$ cat config.mk
export PLATFORM = sky130hd
export DESIGN_NAME = universal_ff_reg
export DESIGN_NICKNAME = d
export VERILOG_FILES = /design/src/rtl/uff_pkg.sv /design/src/rtl/uff_bit.sv /design/src/rtl/universal_ff_reg.sv
export SDC_FILE = /design/constraint.sdc
export NUM_CORES = 1
export LEC_CHECK = 0
export BUFFER_PORTS_ARGS = -buffer_cell sky130_fd_sc_hd__buf_2
export CORE_ASPECT_RATIO = 1.4
export CORE_UTILIZATION = 40
export DETAILED_ROUTE_END_ITERATION = 8
export GPL_TIMING_DRIVEN = 1
export MAX_ROUTING_LAYER = met4
export PLACE_DENSITY = 0.8
export SLEW_MARGIN = 20
export SYNTH_ARGS = -nofsm -noshare
export SYNTH_HDL_FRONTEND = slang
export SYNTH_SLANG_ARGS = --single-unit
$ cat constraint.sdc
create_clock -name C -period 1.85 [get_ports C]
set_input_delay 0.4625 -clock C [delete_from_list [all_inputs] [get_ports C]]
set_output_delay 0.4625 -clock C [all_outputs]
set_load 0.02 [all_outputs]
$ cat src/rtl/uff_pkg.sv
// Shared mode encodings and widths for the universal flip-flop register.
package uff_pkg;

   localparam int unsigned UFF_MODE_W = 3;

   typedef enum logic [UFF_MODE_W-1:0] {
      UFF_HOLD  = 3'b000,
      UFF_LOAD  = 3'b001,
      UFF_JK    = 3'b010,
      UFF_TOG   = 3'b011,
      UFF_SHL   = 3'b100,
      UFF_SHR   = 3'b101,
      UFF_CNTUP = 3'b110,
      UFF_CNTDN = 3'b111
   } uff_mode_e;

endpackage

$ cat src/rtl/uff_bit.sv
// Per-bit next-state for HOLD/LOAD/JK/TOG; every other mode returns the current bit.
module uff_bit
   import uff_pkg::*;
(
   input  uff_mode_e mode_i,
   input  logic      q_i,
   input  logic      d_i,
   input  logic      j_i,
   input  logic      k_i,
   input  logic      t_i,
   output logic      q_d_o
);

   always_comb begin
      q_d_o = q_i;
      unique case (mode_i)
         UFF_LOAD: q_d_o = d_i;
         UFF_JK: begin
            unique case ({j_i, k_i})
               2'b01:   q_d_o = 1'b0;
               2'b10:   q_d_o = 1'b1;
               2'b11:   q_d_o = ~q_i;
               default: q_d_o = q_i;
            endcase
         end
         UFF_TOG: q_d_o = q_i ^ t_i;
         default: q_d_o = q_i;
      endcase
   end

endmodule

$ cat src/rtl/universal_ff_reg.sv
// Universal register: load, JK, toggle, shift and count modes with wrap flag.
// Shift modes are built only when UNIVERSAL_FF_REG_SHIFT_EN is defined.
module universal_ff_reg
   import uff_pkg::*;
#(
   parameter int unsigned           WIDTH     = 8,
   parameter logic [WIDTH-1:0]      RESET_VAL = '0
) (
   input  logic                  C,
   input  logic                  R,
   input  logic                  EN,
   input  logic [UFF_MODE_W-1:0] MODE,
   input  logic [WIDTH-1:0]      D,
   input  logic [WIDTH-1:0]      J,
   input  logic [WIDTH-1:0]      K,
   input  logic [WIDTH-1:0]      T,
   input  logic                  SI,
   output logic [WIDTH-1:0]      Q,
   output logic [WIDTH-1:0]      nQ,
   output logic                  SO,
   output logic                  CO
);

   uff_mode_e        mode;
   logic [WIDTH-1:0] q_q, q_d, bit_d;
   logic             co_q, co_d;

   assign mode = uff_mode_e'(MODE);

   for (genvar i = 0; i < WIDTH; i++) begin : g_bit
      uff_bit u_bit (
         .mode_i (mode),
         .q_i    (q_q[i]),
         .d_i    (D[i]),
         .j_i    (J[i]),
         .k_i    (K[i]),
         .t_i    (T[i]),
         .q_d_o  (bit_d[i])
      );
   end

   always_comb begin
      q_d  = bit_d;
      co_d = 1'b0;
      unique case (mode)
         UFF_CNTUP: begin
            q_d  = q_q + WIDTH'(1);
            co_d = &q_q;
         end
         UFF_CNTDN: begin
            q_d  = q_q - WIDTH'(1);
            co_d = ~|q_q;
         end
`ifdef UNIVERSAL_FF_REG_SHIFT_EN
         UFF_SHL: q_d = {q_q[WIDTH-2:0], SI};
         UFF_SHR: q_d = {SI, q_q[WIDTH-1:1]};
`endif
         default: ;
      endcase
      if (!EN) begin
         q_d  = q_q;
         co_d = co_q;
      end
   end

`ifdef UNIVERSAL_FF_REG_SHIFT_EN
   always_comb begin
      SO = 1'b0;
      unique case (mode)
         UFF_SHL: SO = q_q[WIDTH-1];
         UFF_SHR: SO = q_q[0];
         default: SO = 1'b0;
      endcase
   end
`else
   logic unused_si;
   assign unused_si = SI;
   assign SO        = 1'b0;
`endif

   always_ff @(posedge C or posedge R) begin
      if (R) begin
         q_q  <= RESET_VAL;
         co_q <= 1'b0;
      end else begin
         q_q  <= q_d;
         co_q <= co_d;
      end
   end

   assign Q  = q_q;
   assign nQ = ~q_q;
   assign CO = co_q;

endmodule

Yosys cells after proc, flatten, opt, wreduce, memory -nomap -nowiden
Index checks and enable logic that the tools add are counted.
- $add $sub $neg: 2
- equality and inequality tests: 37
- muxes and demuxes: 18
- bitwise gates (word level): 17
- reductions and logical operators: 12
- operators by type and width (cell ; count):
    $ne 6x3->1 const B ; 8
    $pmux 1 s3 ; 16
    $eq 2x2->1 const B ; 16
    $reduce_and 3->1 ; 8
    $eq 2x1->1 const B ; 8
    $pmux 8 s2 ; 1
    $add 8x1->8 const B ; 1
    $not 1->1 ; 8
    $not 8->8 ; 1
    $reduce_and 8->1 ; 1
    $reduce_or 8->1 ; 1
    $sub 8x1->8 const B ; 1
    $xor 1x1->1 ; 8
    $eq 3x2->1 const B ; 2
    $eq 3x3->1 const B ; 2
    $reduce_bool 5->1 ; 1
    $eq 3x1->1 const B ; 1
    $pmux 1 s2 ; 1
    $logic_not 1->1 ; 1
- bits in registers: 9
- input port bits: 39
- output and inout port bits: 18
- word-level logic and storage cells: 95

Logic depth before layout (Yosys ltp)
Gate-level depths: netlist of the first run.
- word-level depth: 4
- depth in mapped cells: 11
- gate-level depth less buffers: 9

Hierarchy
From an unflattened synthesis of the first run, not the netlist that was laid out.
- cell total of the unflattened synthesis: 185
- area, all modules: 1331.3 µm²
- modules (own cells, without submodules) (module ; times used ; cells an instance ; area an instance (µm²) ; sequential area each (µm²)):
    universal_ff_reg ; 1 ; 97 ; 770.7 ; 225.2
    uff_bit ; 8 ; 11 ; 70.1 ; 0.0

Worst setup path before layout of the first run
OpenSTA, ideal clock, no wires.
- kind: input port to flip-flop
- start: input port MODE[2]
- end: register q_q[6] (netlist: Q[6])
- setup time: 0.083 ns
- data arrival time: 2.220 ns
- data required time: 1.767 ns
- path slack: -0.452 ns
- cell stages on the path: 10
- path buffers: 2
- cells stage by stage: buf_2 -> and2_1 -> clkbuf_1 -> nand2_1 -> xnor2_1 -> ha_1 -> nor4_1 -> a21oi_1 -> o311a_1 -> o22ai_1
- word-level cells in the longest chain between the ends: 3
- elaborated cells between the ends (all ways): 10
- those cells by class: eq/ne (6); mux (2); reduce/logical (2)
- RTL lines (item ; line ; source):
    from (decl) ; universal_ff_reg.sv:12 ; input logic [UFF_MODE_W-1:0] MODE,
    $eq 3x2->1, or another cell as far along ; uff_bit.sv:16 ; unique case (mode_i)
    $pmux 1 s3, or another cell as far along ; uff_bit.sv:16 ;
    $pmux 8 s2 / $reduce_and 3->1 (equally long branches) ; -- ;
    to (signal assigned) ; universal_ff_reg.sv:86 ; q_q <= q_d;
    to (decl) ; universal_ff_reg.sv:25 ; logic [WIDTH-1:0] q_q, q_d, bit_d;
Parallel ways exist; a longest one is shown, timed or not.
A chain may end at the register's enable or synchronous reset.

Worst setup path after layout of the first run
- start: register q_q[3] (netlist: Q[3])
- end: register q_q[7] (netlist: Q[7])
- word-level cells in the longest chain between the ends: 2
- elaborated cells between the ends (all ways): 3
- those cells by class: add/sub (2); mux (1)
- RTL lines (item ; line ; source):
    $sub 8x1->8 / $add 8x1->8 (equally long branches) ; universal_ff_reg.sv:51, universal_ff_reg.sv:47 ;
    $pmux 8 s2 * ; universal_ff_reg.sv:45 ; unique case (mode)
Every way passes the cells marked *; elsewhere a longest branch is shown, timed or not.

==> report_table.html, run 1 <==
<table>
<tr><th>Metric</th><th>Value</th></tr>
<tr><th colspan="2">Worst setup path</th></tr>
<tr><td>Delay of the slowest critical-path stage</td><td>0.55 ns</td></tr>
<tr><td>Worst-path maximum fanout</td><td>3</td></tr>
<tr><td>CP Class</td><td>flip-flop to flip-flop</td></tr>
<tr><td>Endpoint of the lowest-slack register-to-register path</td><td>Q[7]</td></tr>
<tr><td>CP Launch Point</td><td>Q[3]</td></tr>
<tr><td>Crit end category</td><td>flip-flop</td></tr>
<tr><td>Buffer and inverter count on the worst path</td><td>0</td></tr>
<tr><td>Setup slack of the most critical reg-to-reg path</td><td>-0.003 ns</td></tr>
<tr><td>Reg2reg start</td><td>Q[3]</td></tr>
<tr><td>Element type at the critical path start</td><td>flip-flop</td></tr>
<tr><td>Kind of cell adding the most delay to the critical path</td><td>simple AND/OR/NAND/NOR gates</td></tr>
<tr><td>Cell breakdown of the critical path</td><td>or4_4, or4_4, nor3b_1, o21ai_1, o21ai_1</td></tr>
<tr><td>Cell with the biggest individual delay on the critical path</td><td>sky130_fd_sc_hd__or4_4</td></tr>
<tr><td>Worst reg2reg path depth</td><td>5</td></tr>
<tr><td>Arrival time worst endpoint</td><td>2.01 ns</td></tr>
<tr><td>Required arrival time at the worst endpoint</td><td>2.01 ns</td></tr>
<tr><th colspan="2">Synthesis</th></tr>
<tr><td>Post-synth top flop</td><td>sky130_fd_sc_hd__dfrtp_1</td></tr>
<tr><td>Count of flip-flops with a built-in enable after synthesis</td><td>0</td></tr>
<tr><td>Post-synthesis sequential area ratio</td><td>0.194</td></tr>
<tr><td>Share of the synthesized area in the top cell type</td><td>0.194</td></tr>
<tr><td>Post-synth ARST share</td><td>1.00</td></tr>
<tr><td>Avg Cell Area, Syn</td><td>~7.2 µm²</td></tr>
<tr><td>Cell with the most instances after synthesis</td><td>sky130_fd_sc_hd__nor2_1</td></tr>
<tr><td>Number of nets in the synthesized netlist</td><td>around 200</td></tr>
<tr><td>Number of distinct library cells after synthesis</td><td>47</td></tr>
<tr><td>Cell area after synthesis</td><td>1160 µm²</td></tr>
<tr><td>Cell taking the most area after synthesis</td><td>sky130_fd_sc_hd__dfrtp_1</td></tr>
<tr><td>Top post-synthesis cells by area</td><td>sky130_fd_sc_hd__dfrtp_1, sky130_fd_sc_hd__buf_4, sky130_fd_sc_hd__nor2_1</td></tr>
<tr><td>Number of register bits inferred by synthesis</td><td>9</td></tr>
<tr><td>Yosys warnings</td><td>0</td></tr>
<tr><td>Leading cell types by count after synthesis</td><td>sky130_fd_sc_hd__nor2_1, sky130_fd_sc_hd__inv_1, sky130_fd_sc_hd__nand2_1</td></tr>
<tr><td>Number of instances in the synthesized netlist</td><td>161</td></tr>
<tr><th colspan="2">Clock network</th></tr>
<tr><td>Total CTS buffers</td><td>3</td></tr>
<tr><td>Num Clock Sinks</td><td>9</td></tr>
<tr><td>Clk_lat worst skew</td><td>around 0.28 ns</td></tr>
<tr><td>TritonCTS clock tree</td><td>done</td></tr>
<tr><td>Count of hold buffers inserted by post-cts repair</td><td>0</td></tr>
<tr><td>Maximum buffer depth of the clock tree</td><td>2</td></tr>
<tr><td>Clock slew at the register clock pins of the worst setup and hold paths</td><td>0.07 ns</td></tr>
<tr><td>H-tree depth reported by CTS</td><td>1</td></tr>
<tr><td>Clock root buffer master</td><td>sky130_fd_sc_hd__clkbuf_4</td></tr>
<tr><th colspan="2">Final layout</th></tr>
<tr><td>Number of antenna repair diodes</td><td>0</td></tr>
<tr><td>Final design area excluding fillers</td><td>1630 µm²</td></tr>
<tr><td># nets final</td><td>between 200 and 300</td></tr>
<tr><td>Layout filler cell count</td><td>269</td></tr>
<tr><td>Area delta synth-&gt;final</td><td>40.5%</td></tr>
<tr><td>Share of cells above drive strength 1</td><td>0.439</td></tr>
<tr><th colspan="2">Route</th></tr>
<tr><td>Vias per Instance</td><td>5.69</td></tr>
<tr><td>Overall via count from detail_route</td><td>1475</td></tr>
<tr><td>TritonRoute pass-1 iters</td><td>4</td></tr>
<tr><td>Antenna-violating nets left</td><td>0</td></tr>
<tr><td>Number of design-rule violations left by the first detailed-router iteration</td><td>35</td></tr>
<tr><td>Average wire length per cell after detail routing</td><td>14.3 µm</td></tr>
<tr><td>Detailed Route WL</td><td>between 3000 and 4000 µm</td></tr>
<tr><td>Remaining DRCs</td><td>0</td></tr>
<tr><th colspan="2">STA</th></tr>
<tr><td>Accumulated negative setup slack</td><td>-0.00307 ns</td></tr>
<tr><td>Max Slew Vio Count</td><td>0</td></tr>
<tr><td>Final clock period utilization by the worst path</td><td>1.00</td></tr>
<tr><td>RSZ-0062 raised after global routing</td><td>yes</td></tr>
<tr><td>Final Hold Vio Count</td><td>0</td></tr>
<tr><td>Post-layout worst setup margin</td><td>-0.00307 ns</td></tr>
<tr><td>Normalized max-slew margin</td><td>0.588</td></tr>
<tr><td>Highest Clock Rate</td><td>540 MHz</td></tr>
<tr><td>Tmin final</td><td>around 1.9 ns</td></tr>
<tr><td>Hold Worst Slack</td><td>between 0.1 and 0.15 ns</td></tr>
<tr><td>Pin slew with the least headroom to its limit</td><td>0.613 ns</td></tr>
<tr><td>Setup violators final</td><td>1</td></tr>
<tr><td>Post-Route Skew</td><td>roughly 0.00084 ns</td></tr>
<tr><th colspan="2">Power and ir drop</th></tr>
<tr><td>Worst vdd ir</td><td>0.399 mV</td></tr>
<tr><td>Sw Share</td><td>0.477</td></tr>
<tr><td>Net switching power</td><td>approximately 610 µW</td></tr>
<tr><td>Pwr per Cell Area</td><td>~790 nW/µm²</td></tr>
<tr><td>Leak Pwr</td><td>about 0.00076 µW</td></tr>
<tr><td>Comb pwr share</td><td>0.640</td></tr>
<tr><td>Sequential group share of total power</td><td>0.226</td></tr>
<tr><td>Internal power</td><td>between 600 and 700 µW</td></tr>
<tr><td>Proportion of power drawn by the clock network</td><td>0.134</td></tr>
<tr><th colspan="2">Floorplanning</th></tr>
<tr><td>Count of boundary I/O pins</td><td>between 50 and 60</td></tr>
<tr><td>Effective utilization at floorplan</td><td>0.429</td></tr>
<tr><td>Total Die Area</td><td>between 3000 and 4000 µm²</td></tr>
<tr><td>Die boundary width</td><td>47.5 µm</td></tr>
<tr><td>Height of the die</td><td>65.7 µm</td></tr>
<tr><td>Area of the core</td><td>around 2700 µm²</td></tr>
<tr><td>Number of rows created at floorplan</td><td>22</td></tr>
<tr><th colspan="2">GRT</th></tr>
<tr><td>Wire length of the first global-routing pass</td><td>around 5600 µm</td></tr>
<tr><td>Initial antenna violation count</td><td>0</td></tr>
<tr><td>Via count of the first global-routing pass</td><td>between 1000 and 1500</td></tr>
<tr><td>Pin count of the biggest net entering global routing</td><td>18</td></tr>
<tr><td>Overall track demand over capacity in global routing</td><td>0.259</td></tr>
<tr><td>GRT Residual Overflow</td><td>0</td></tr>
<tr><th colspan="2">Placement</th></tr>
<tr><td>Pre-CTS WS</td><td>-0.236 ns</td></tr>
<tr><td>Global placer's final weighted congestion</td><td>approximately 0.88</td></tr>
<tr><td>Post-place instance area</td><td>roughly 1600 µm²</td></tr>
<tr><td>Count of buffers from port buffering</td><td>54</td></tr>
<tr><td>Half-perimeter wire length of the detailed placement result</td><td>2850 µm</td></tr>
<tr><th colspan="2">Run status</th></tr>
<tr><td>Status</td><td>finished with violations</td></tr>
<tr><td>Failing checks</td><td>setup timing</td></tr>
<tr><th colspan="2">Job</th></tr>
<tr><td>MaxCap Viol Count</td><td>0</td></tr>
<tr><th colspan="2">Min path</th></tr>
<tr><td>Hold Path Class</td><td>input pin to asynchronous set/reset pin</td></tr>
</table>
==> metal layers <==
| metal | track usage | up-vias | share of wire |
|---|---|---|---|
| li1 | - | 702 | - |
| met5 | - | - | 0 |
| met2 | 0.413 | 74 | 0.50 |
| met3 | 0.0330 | 22 | 0.062 |
| met4 | 0.154 | 0 | 0.051 |
| met1 | 0.296 | 677 | 0.39 |
==> through the flow <==
step | instances | util | power (µW)
final | 259 | 0.603 | 1280
after global routing | 259 | 0.603 | 1360
after CTS | 258 | 0.594 | 1250
after detailed placement | 254 | 0.577 | 1060
after global placement | 254 | 0.577 | 1050
after floorplan | 161 | - | 863
==> cell type report <==
type                    count  area, µm²  area share
flip-flops and latches      9        225       0.138
inverters                  11       41.3      0.0254
clock buffers               4       26.3      0.0161
well taps                  36       45.0      0.0277
multi-input cells         120        828       0.509
repair buffers             79        462       0.284
==> flip-flops by register name, indices dropped and copies added (netlist names) <==
name,count
Q,8
CO,1
==> timing repair <==
action                                  CTS  global route
buffers inserted                          0             1
endpoints found under the setup margin    1             3
pin swaps                                 1             2
resized for setup                         3             3
==> cells by family (layout without fill, tap and decap cells) <==
logic type / after synthesis / after routing / synth area share
fa+ha+maj: 1 / 1 / 0.0108
flops: 9 / 9 / 0.194
mux: 5 / 5 / 0.0454
xor+xnor: 4 / 4 / 0.0302
simple gates: 63 / 63 / 0.297
other cells: 1 / 1 / 0.00324
buf+inv: 32 / 94 / 0.151
compound gates: 46 / 46 / 0.268
==> power by group through the flow <==
| stage | Sequential (µW) | Clock, µW | Combinational [µW] |
|---|---|---|---|
| floorplan | 283 | 0 | 580 |
| global placement | 292 | 0 | 753 |
| detailed placement | 293 | 0 | 768 |
| CTS | 289 | 170 | 791 |
| global route | 297 | 177 | 887 |
| finish | 290 | 171 | 822 |
==> cells in the final DEF (no fill, tap or decap), types with 3 or more instances in the layout <==
cell,synthesis,routed
sky130_fd_sc_hd__nor4_1,5,3
sky130_fd_sc_hd__nand2b_1,3,3
sky130_fd_sc_hd__xnor2_1,4,3
sky130_fd_sc_hd__clkbuf_4,0,3
sky130_fd_sc_hd__buf_2,5,54
sky130_fd_sc_hd__buf_4,9,24
sky130_fd_sc_hd__mux2i_1,3,3
sky130_fd_sc_hd__nand2_1,10,9
sky130_fd_sc_hd__a21oi_1,8,7
sky130_fd_sc_hd__o21ai_1,6,6
sky130_fd_sc_hd__inv_1,10,10
sky130_fd_sc_hd__a31oi_1,5,5
sky130_fd_sc_hd__nor2b_1,4,4
sky130_fd_sc_hd__nand3_1,4,3
sky130_fd_sc_hd__dfrtp_1,9,9
sky130_fd_sc_hd__o211ai_1,3,3
sky130_fd_sc_hd__nor3b_1,3,3
sky130_fd_sc_hd__o22ai_1,4,3
sky130_fd_sc_hd__nor2_1,14,14
sky130_fd_sc_hd__nor3_1,8,8
sky130_fd_sc_hd__o21ai_0,3,3
sky130_fd_sc_hd__o31ai_1,4,3
==> worst register-to-register path: cells and delay by family, from the launching register on <==
kind	cells	cell delay, ns
AOI/OAI and AO/OA	2	0.19
DFF	1	0.38
and+or+nand+nor	3	1.17
==> worst max path at each step <==
stage                 to  cells after the start
floorplan           Q[6]                     11
finish              Q[7]                      5
CTS                 Q[7]                      5
global placement    Q[6]                     10
detailed placement  Q[6]                     10
global route        Q[6]                      8
Note: power is estimated with default switching activity, not from simulation.
==> run 2, diff against run 1 <==
- ABC_AREA: default -> 1
- PLACE_DENSITY: 0.8 -> 0.78
==> run 2 against run 1 <==
Compared with the run above: the run now ends clean; combinational power is 27% lower; first-iteration DRC count is 54% higher; cell area is 1.9% lower; non-clock buffer count is 18 lower; clock power is 40% higher; sequential power is 4% higher; sequential cell count stayed put; critical path depth is 9 higher; critical path type unchanged; critical endpoint is now Q[6]; highest routed layer unchanged.
==> report_table.html, run 2 <==
<table>
<tr><th>Metric</th><th>Value</th></tr>
<tr><th colspan="2">Clock network</th></tr>
<tr><td>Number of buffers inserted by post-CTS setup repair</td><td>0 (unchanged)</td></tr>
<tr><td>Clk_lat worst skew</td><td>0.24 ns (-0.04 ns)</td></tr>
<tr><td>Num Clock Sinks</td><td>9 (unchanged)</td></tr>
<tr><td>TritonCTS clock tree</td><td>done</td></tr>
<tr><td>Count of hold buffers inserted by post-cts repair</td><td>0 (unchanged)</td></tr>
<tr><td>CTS resizes</td><td>0 (-3)</td></tr>
<tr><td>Clock root buffer master</td><td>sky130_fd_sc_hd__clkbuf_8</td></tr>
<tr><td>H-tree depth reported by CTS</td><td>1 (unchanged)</td></tr>
<tr><td>Total CTS buffers</td><td>3 (unchanged)</td></tr>
<tr><td>Clock slew at the register clock pins of the worst setup and hold paths</td><td>0.05 ns (-0.02 ns)</td></tr>
<tr><td>Maximum buffer depth of the clock tree</td><td>2 (unchanged)</td></tr>
<tr><th colspan="2">Worst setup path</th></tr>
<tr><td>CP Class</td><td>flip-flop to flip-flop</td></tr>
<tr><td>Worst-path maximum fanout</td><td>7 (+4)</td></tr>
<tr><td>Required arrival time at the worst endpoint</td><td>2.01 ns (about the same)</td></tr>
<tr><td>Worst reg2reg path depth</td><td>14 (+9)</td></tr>
<tr><td>Kind of cell adding the most delay to the critical path</td><td>simple AND/OR/NAND/NOR gates</td></tr>
<tr><td>Reg2reg start</td><td>Q[1]</td></tr>
<tr><td>Setup slack of the most critical reg-to-reg path</td><td>0.21 ns (+0.21 ns)</td></tr>
<tr><td>Arrival time worst endpoint</td><td>1.80 ns (-0.21 ns)</td></tr>
<tr><td>Element type at the critical path start</td><td>flip-flop</td></tr>
<tr><td>Buffer and inverter count on the worst path</td><td>3 (+3)</td></tr>
<tr><td>CP Launch Point</td><td>Q[1]</td></tr>
<tr><td>Delay of the slowest critical-path stage</td><td>0.46 ns (-0.09 ns)</td></tr>
<tr><td>Cell breakdown of the critical path</td><td>inv_2, nand2_1, nand2_1, inv_1, ha_1, inv_1, nand2_2, nand2_2, nor2_1, nand2_1, nand2_1, nand2_1, nand3_1, a21boi_1</td></tr>
<tr><td>Crit end category</td><td>flip-flop</td></tr>
<tr><td>Cell with the biggest individual delay on the critical path</td><td>sky130_fd_sc_hd__dfrtp_2</td></tr>
<tr><td>Endpoint of the lowest-slack register-to-register path</td><td>Q[6]</td></tr>
<tr><td>Cell mode on critical path</td><td>sky130_fd_sc_hd__nand2_1</td></tr>
<tr><th colspan="2">Synthesis</th></tr>
<tr><td>Yosys warnings</td><td>0 (unchanged)</td></tr>
<tr><td>Count of flip-flops with a built-in enable after synthesis</td><td>0 (unchanged)</td></tr>
<tr><td>Avg Cell Area, Syn</td><td>6.70 µm² (-6.9%)</td></tr>
<tr><td>Number of distinct library cells after synthesis</td><td>40 (-15%)</td></tr>
<tr><td>Share of the synthesized area in the top cell type</td><td>0.174 (-0.0201)</td></tr>
<tr><td>Post-synth top flop</td><td>sky130_fd_sc_hd__dfrtp_1</td></tr>
<tr><td>Leading cell types by count after synthesis</td><td>sky130_fd_sc_hd__nand2_1, sky130_fd_sc_hd__inv_1, sky130_fd_sc_hd__nand3_1</td></tr>
<tr><td>Number of nets in the synthesized netlist</td><td>233 (+16%)</td></tr>
<tr><td>Cell taking the most area after synthesis</td><td>sky130_fd_sc_hd__dfrtp_1</td></tr>
<tr><td>Number of register bits inferred by synthesis</td><td>9 (unchanged)</td></tr>
<tr><td>Cell area after synthesis</td><td>1290 µm² (+12%)</td></tr>
<tr><td>Post-synthesis sequential area ratio</td><td>0.174 (-0.0201)</td></tr>
<tr><td>Number of instances in the synthesized netlist</td><td>193 (+20%)</td></tr>
<tr><td>Post-synth ARST share</td><td>1.00 (unchanged)</td></tr>
<tr><td>Top post-synthesis cells by area</td><td>sky130_fd_sc_hd__dfrtp_1, sky130_fd_sc_hd__nand2_1, sky130_fd_sc_hd__buf_4</td></tr>
<tr><td>Cell with the most instances after synthesis</td><td>sky130_fd_sc_hd__nand2_1</td></tr>
<tr><th colspan="2">Final layout</th></tr>
<tr><td>Filler-free cell count of the finished design</td><td>282 (+8.9%)</td></tr>
<tr><td>Share of cells above drive strength 1</td><td>0.379 (-0.0609)</td></tr>
<tr><td>Combined area of the multi-input logic cells</td><td>861 µm² (+3.9%)</td></tr>
<tr><td>Number of antenna repair diodes</td><td>0 (unchanged)</td></tr>
<tr><td>Highest-count cells in the layout ignoring fill and taps</td><td>sky130_fd_sc_hd__buf_2, sky130_fd_sc_hd__nand2_1, sky130_fd_sc_hd__inv_1, sky130_fd_sc_hd__nand3_1, sky130_fd_sc_hd__nor2_1</td></tr>
<tr><td># nets final</td><td>284 (+7.6%)</td></tr>
<tr><td>Area delta synth-&gt;final</td><td>23.5%</td></tr>
<tr><td>Most common library cell in the layout ignoring fill and taps</td><td>sky130_fd_sc_hd__buf_2</td></tr>
<tr><td>Layout filler cell count</td><td>326 (+21%)</td></tr>
<tr><td>Number of flip-flops under the largest register name</td><td>8 (unchanged)</td></tr>
<tr><td>Storage cell area</td><td>226 µm² (+0.56%)</td></tr>
<tr><td>Post-route core utilization</td><td>0.516 (-0.0873)</td></tr>
<tr><th colspan="2">STA</th></tr>
<tr><td>Post-Route Skew</td><td>0.000687 ns (-0.000156 ns)</td></tr>
<tr><td>RSZ-0062 raised after global routing</td><td>no</td></tr>
<tr><td>Setup violators final</td><td>0 (-1)</td></tr>
<tr><td>Accumulated negative setup slack</td><td>0 ns (+0.00307 ns)</td></tr>
<tr><td>Tmin final</td><td>1.64 ns (-0.215 ns)</td></tr>
<tr><td>Final clock period utilization by the worst path</td><td>0.886 (-0.116)</td></tr>
<tr><td>Highest Clock Rate</td><td>610 MHz (+13%)</td></tr>
<tr><td>Hold Worst Slack</td><td>0.189 ns (+0.0416 ns)</td></tr>
<tr><td>Max Slew Vio Count</td><td>0 (unchanged)</td></tr>
<tr><td>Final Hold Vio Count</td><td>0 (unchanged)</td></tr>
<tr><th colspan="2">Placement</th></tr>
<tr><td>DP Cell Count</td><td>278 (+9.4%)</td></tr>
<tr><td>Count of buffers from port buffering</td><td>54 (unchanged)</td></tr>
<tr><td>Half-perimeter wire length of the detailed placement result</td><td>2780 µm (-2.4%)</td></tr>
<tr><td>Global placer's final weighted congestion</td><td>0.948 (+7.3%)</td></tr>
<tr><th colspan="2">Min path</th></tr>
<tr><td>Hold Path Class</td><td>input pin to asynchronous set/reset pin</td></tr>
<tr><th colspan="2">Run status</th></tr>
<tr><td>Status</td><td>finished, final reports clean</td></tr>
<tr><th colspan="2">Floorplanning</th></tr>
<tr><td>Die boundary width</td><td>50.0 µm (+5.4%)</td></tr>
<tr><td>Effective utilization at floorplan</td><td>0.418 (-0.0116)</td></tr>
<tr><td>Count of boundary I/O pins</td><td>57 (unchanged)</td></tr>
<tr><td>Number of rows created at floorplan</td><td>24 (+9.1%)</td></tr>
<tr><td>Area of the core</td><td>3090 µm² (+15%)</td></tr>
<tr><td>Total Die Area</td><td>3470 µm² (+11%)</td></tr>
<tr><td>Height of the die</td><td>69.3 µm (+5.4%)</td></tr>
<tr><th colspan="2">GRT</th></tr>
<tr><td>Overall track demand over capacity in global routing</td><td>0.228 (-0.0309)</td></tr>
<tr><td>GRT Residual Overflow</td><td>0 (unchanged)</td></tr>
<tr><td>Wire length of the first global-routing pass</td><td>5910 µm (+4.9%)</td></tr>
<tr><td>Via count of the first global-routing pass</td><td>1361 (+4.0%)</td></tr>
<tr><td>Initial antenna violation count</td><td>0 (unchanged)</td></tr>
<tr><td>Pin count of the biggest net entering global routing</td><td>11 (-7)</td></tr>
<tr><th colspan="2">Power and ir drop</th></tr>
<tr><td>Pwr per Cell Area</td><td>715 nW/µm² (-9.4%)</td></tr>
<tr><td>Leak Pwr</td><td>0.000844 µW (+11%)</td></tr>
<tr><td>Worst vdd ir</td><td>0.494 mV (+24%)</td></tr>
<tr><th colspan="2">Route</th></tr>
<tr><td>Number of design-rule violations left by the first detailed-router iteration</td><td>54 (+54%)</td></tr>
<tr><td>TritonRoute pass-1 iters</td><td>4 (unchanged)</td></tr>
<tr><td>Vias per Instance</td><td>5.16 (-9.4%)</td></tr>
<tr><td>Average wire length per cell after detail routing</td><td>12.4 µm (-13%)</td></tr>
<tr><td>Remaining DRCs</td><td>0 (unchanged)</td></tr>
<tr><td>Antenna-violating nets left</td><td>0 (unchanged)</td></tr>
<tr><td>Overall via count from detail_route</td><td>1455 (-1.4%)</td></tr>
<tr><td>Detailed Route WL</td><td>3490 µm (-5.6%)</td></tr>
<tr><th colspan="2">Job</th></tr>
<tr><td>MaxCap Viol Count</td><td>0 (unchanged)</td></tr>
</table>
[run 2: area by class of cell]
cell class | count | area share
Inverter | 24 | 0.0580
Timing Repair Buffer | 61 | 0.202
Clock buffer | 4 | 0.0282
Tap cell | 39 | 0.0306
Sequential cell | 9 | 0.142
Multi-Input combinational cell | 145 | 0.539
[run 2: how the worst max path moves through the flow]
stage	slack (ns)	endpoint	cells after the start
finish	0.21	Q[6]	14
global route	0.08	Q[6]	14
CTS	0.14	Q[6]	14
detailed placement	0.07	Q[6]	14
global placement	0.13	Q[6]	14
floorplan	0.18	Q[6]	15
[run 2: cells by family after synthesis]
group,synth area share
buffers and inverters,0.160
adder cells (fa/ha/maj),0.00968
AO/OA/AOI/OAI,0.184
AND/OR/NAND/NOR,0.429
flip-flops,0.174
XOR/XNOR,0.0407
other,0.00290
[run 2: metrics by stage]
| step | power [µW] | cell area (µm²) | setup WS, ns |
|---|---|---|---|
| final | 1140 | 1600 | 0.212 |
| after global routing | 1220 | 1600 | 0.0754 |
| after CTS | 1140 | 1600 | 0.144 |
| after detailed placement | 900 | 1550 | 0.0658 |
| after global placement | 893 | 1550 | 0.130 |
| after floorplan | 767 | 1290 | 0.175 |
[run 2: worst register-to-register path, cell delays in order (launching register included)]
cell and delay (ns):
sky130_fd_sc_hd__dfrtp_2 0.46, sky130_fd_sc_hd__inv_2 0.11, sky130_fd_sc_hd__nand2_1 0.06, sky130_fd_sc_hd__nand2_1 0.06, sky130_fd_sc_hd__inv_1 0.04, sky130_fd_sc_hd__ha_1 0.17
sky130_fd_sc_hd__inv_1 0.07, sky130_fd_sc_hd__nand2_2 0.09, sky130_fd_sc_hd__nand2_2 0.08, sky130_fd_sc_hd__nor2_1 0.04, sky130_fd_sc_hd__nand2_1 0.08, sky130_fd_sc_hd__nand2_1 0.06
sky130_fd_sc_hd__nand2_1 0.05, sky130_fd_sc_hd__nand3_1 0.07, sky130_fd_sc_hd__a21boi_1 0.13
[run 2: power breakdown]
part / total [µW] / internal (µW) / switching (µW)
logic: 601 / 227 / 373
registers: 301 / 232 / 69.4
clock network: 239 / 151 / 88.1
total: 1140 / 610 / 531
[run 2: layer usage]
metal | track usage | wire length (µm)
met5 | - | 0
met4 | 0.102 | 69
met3 | 0.0307 | 233
met2 | 0.390 | 1790
met1 | 0.257 | 1390
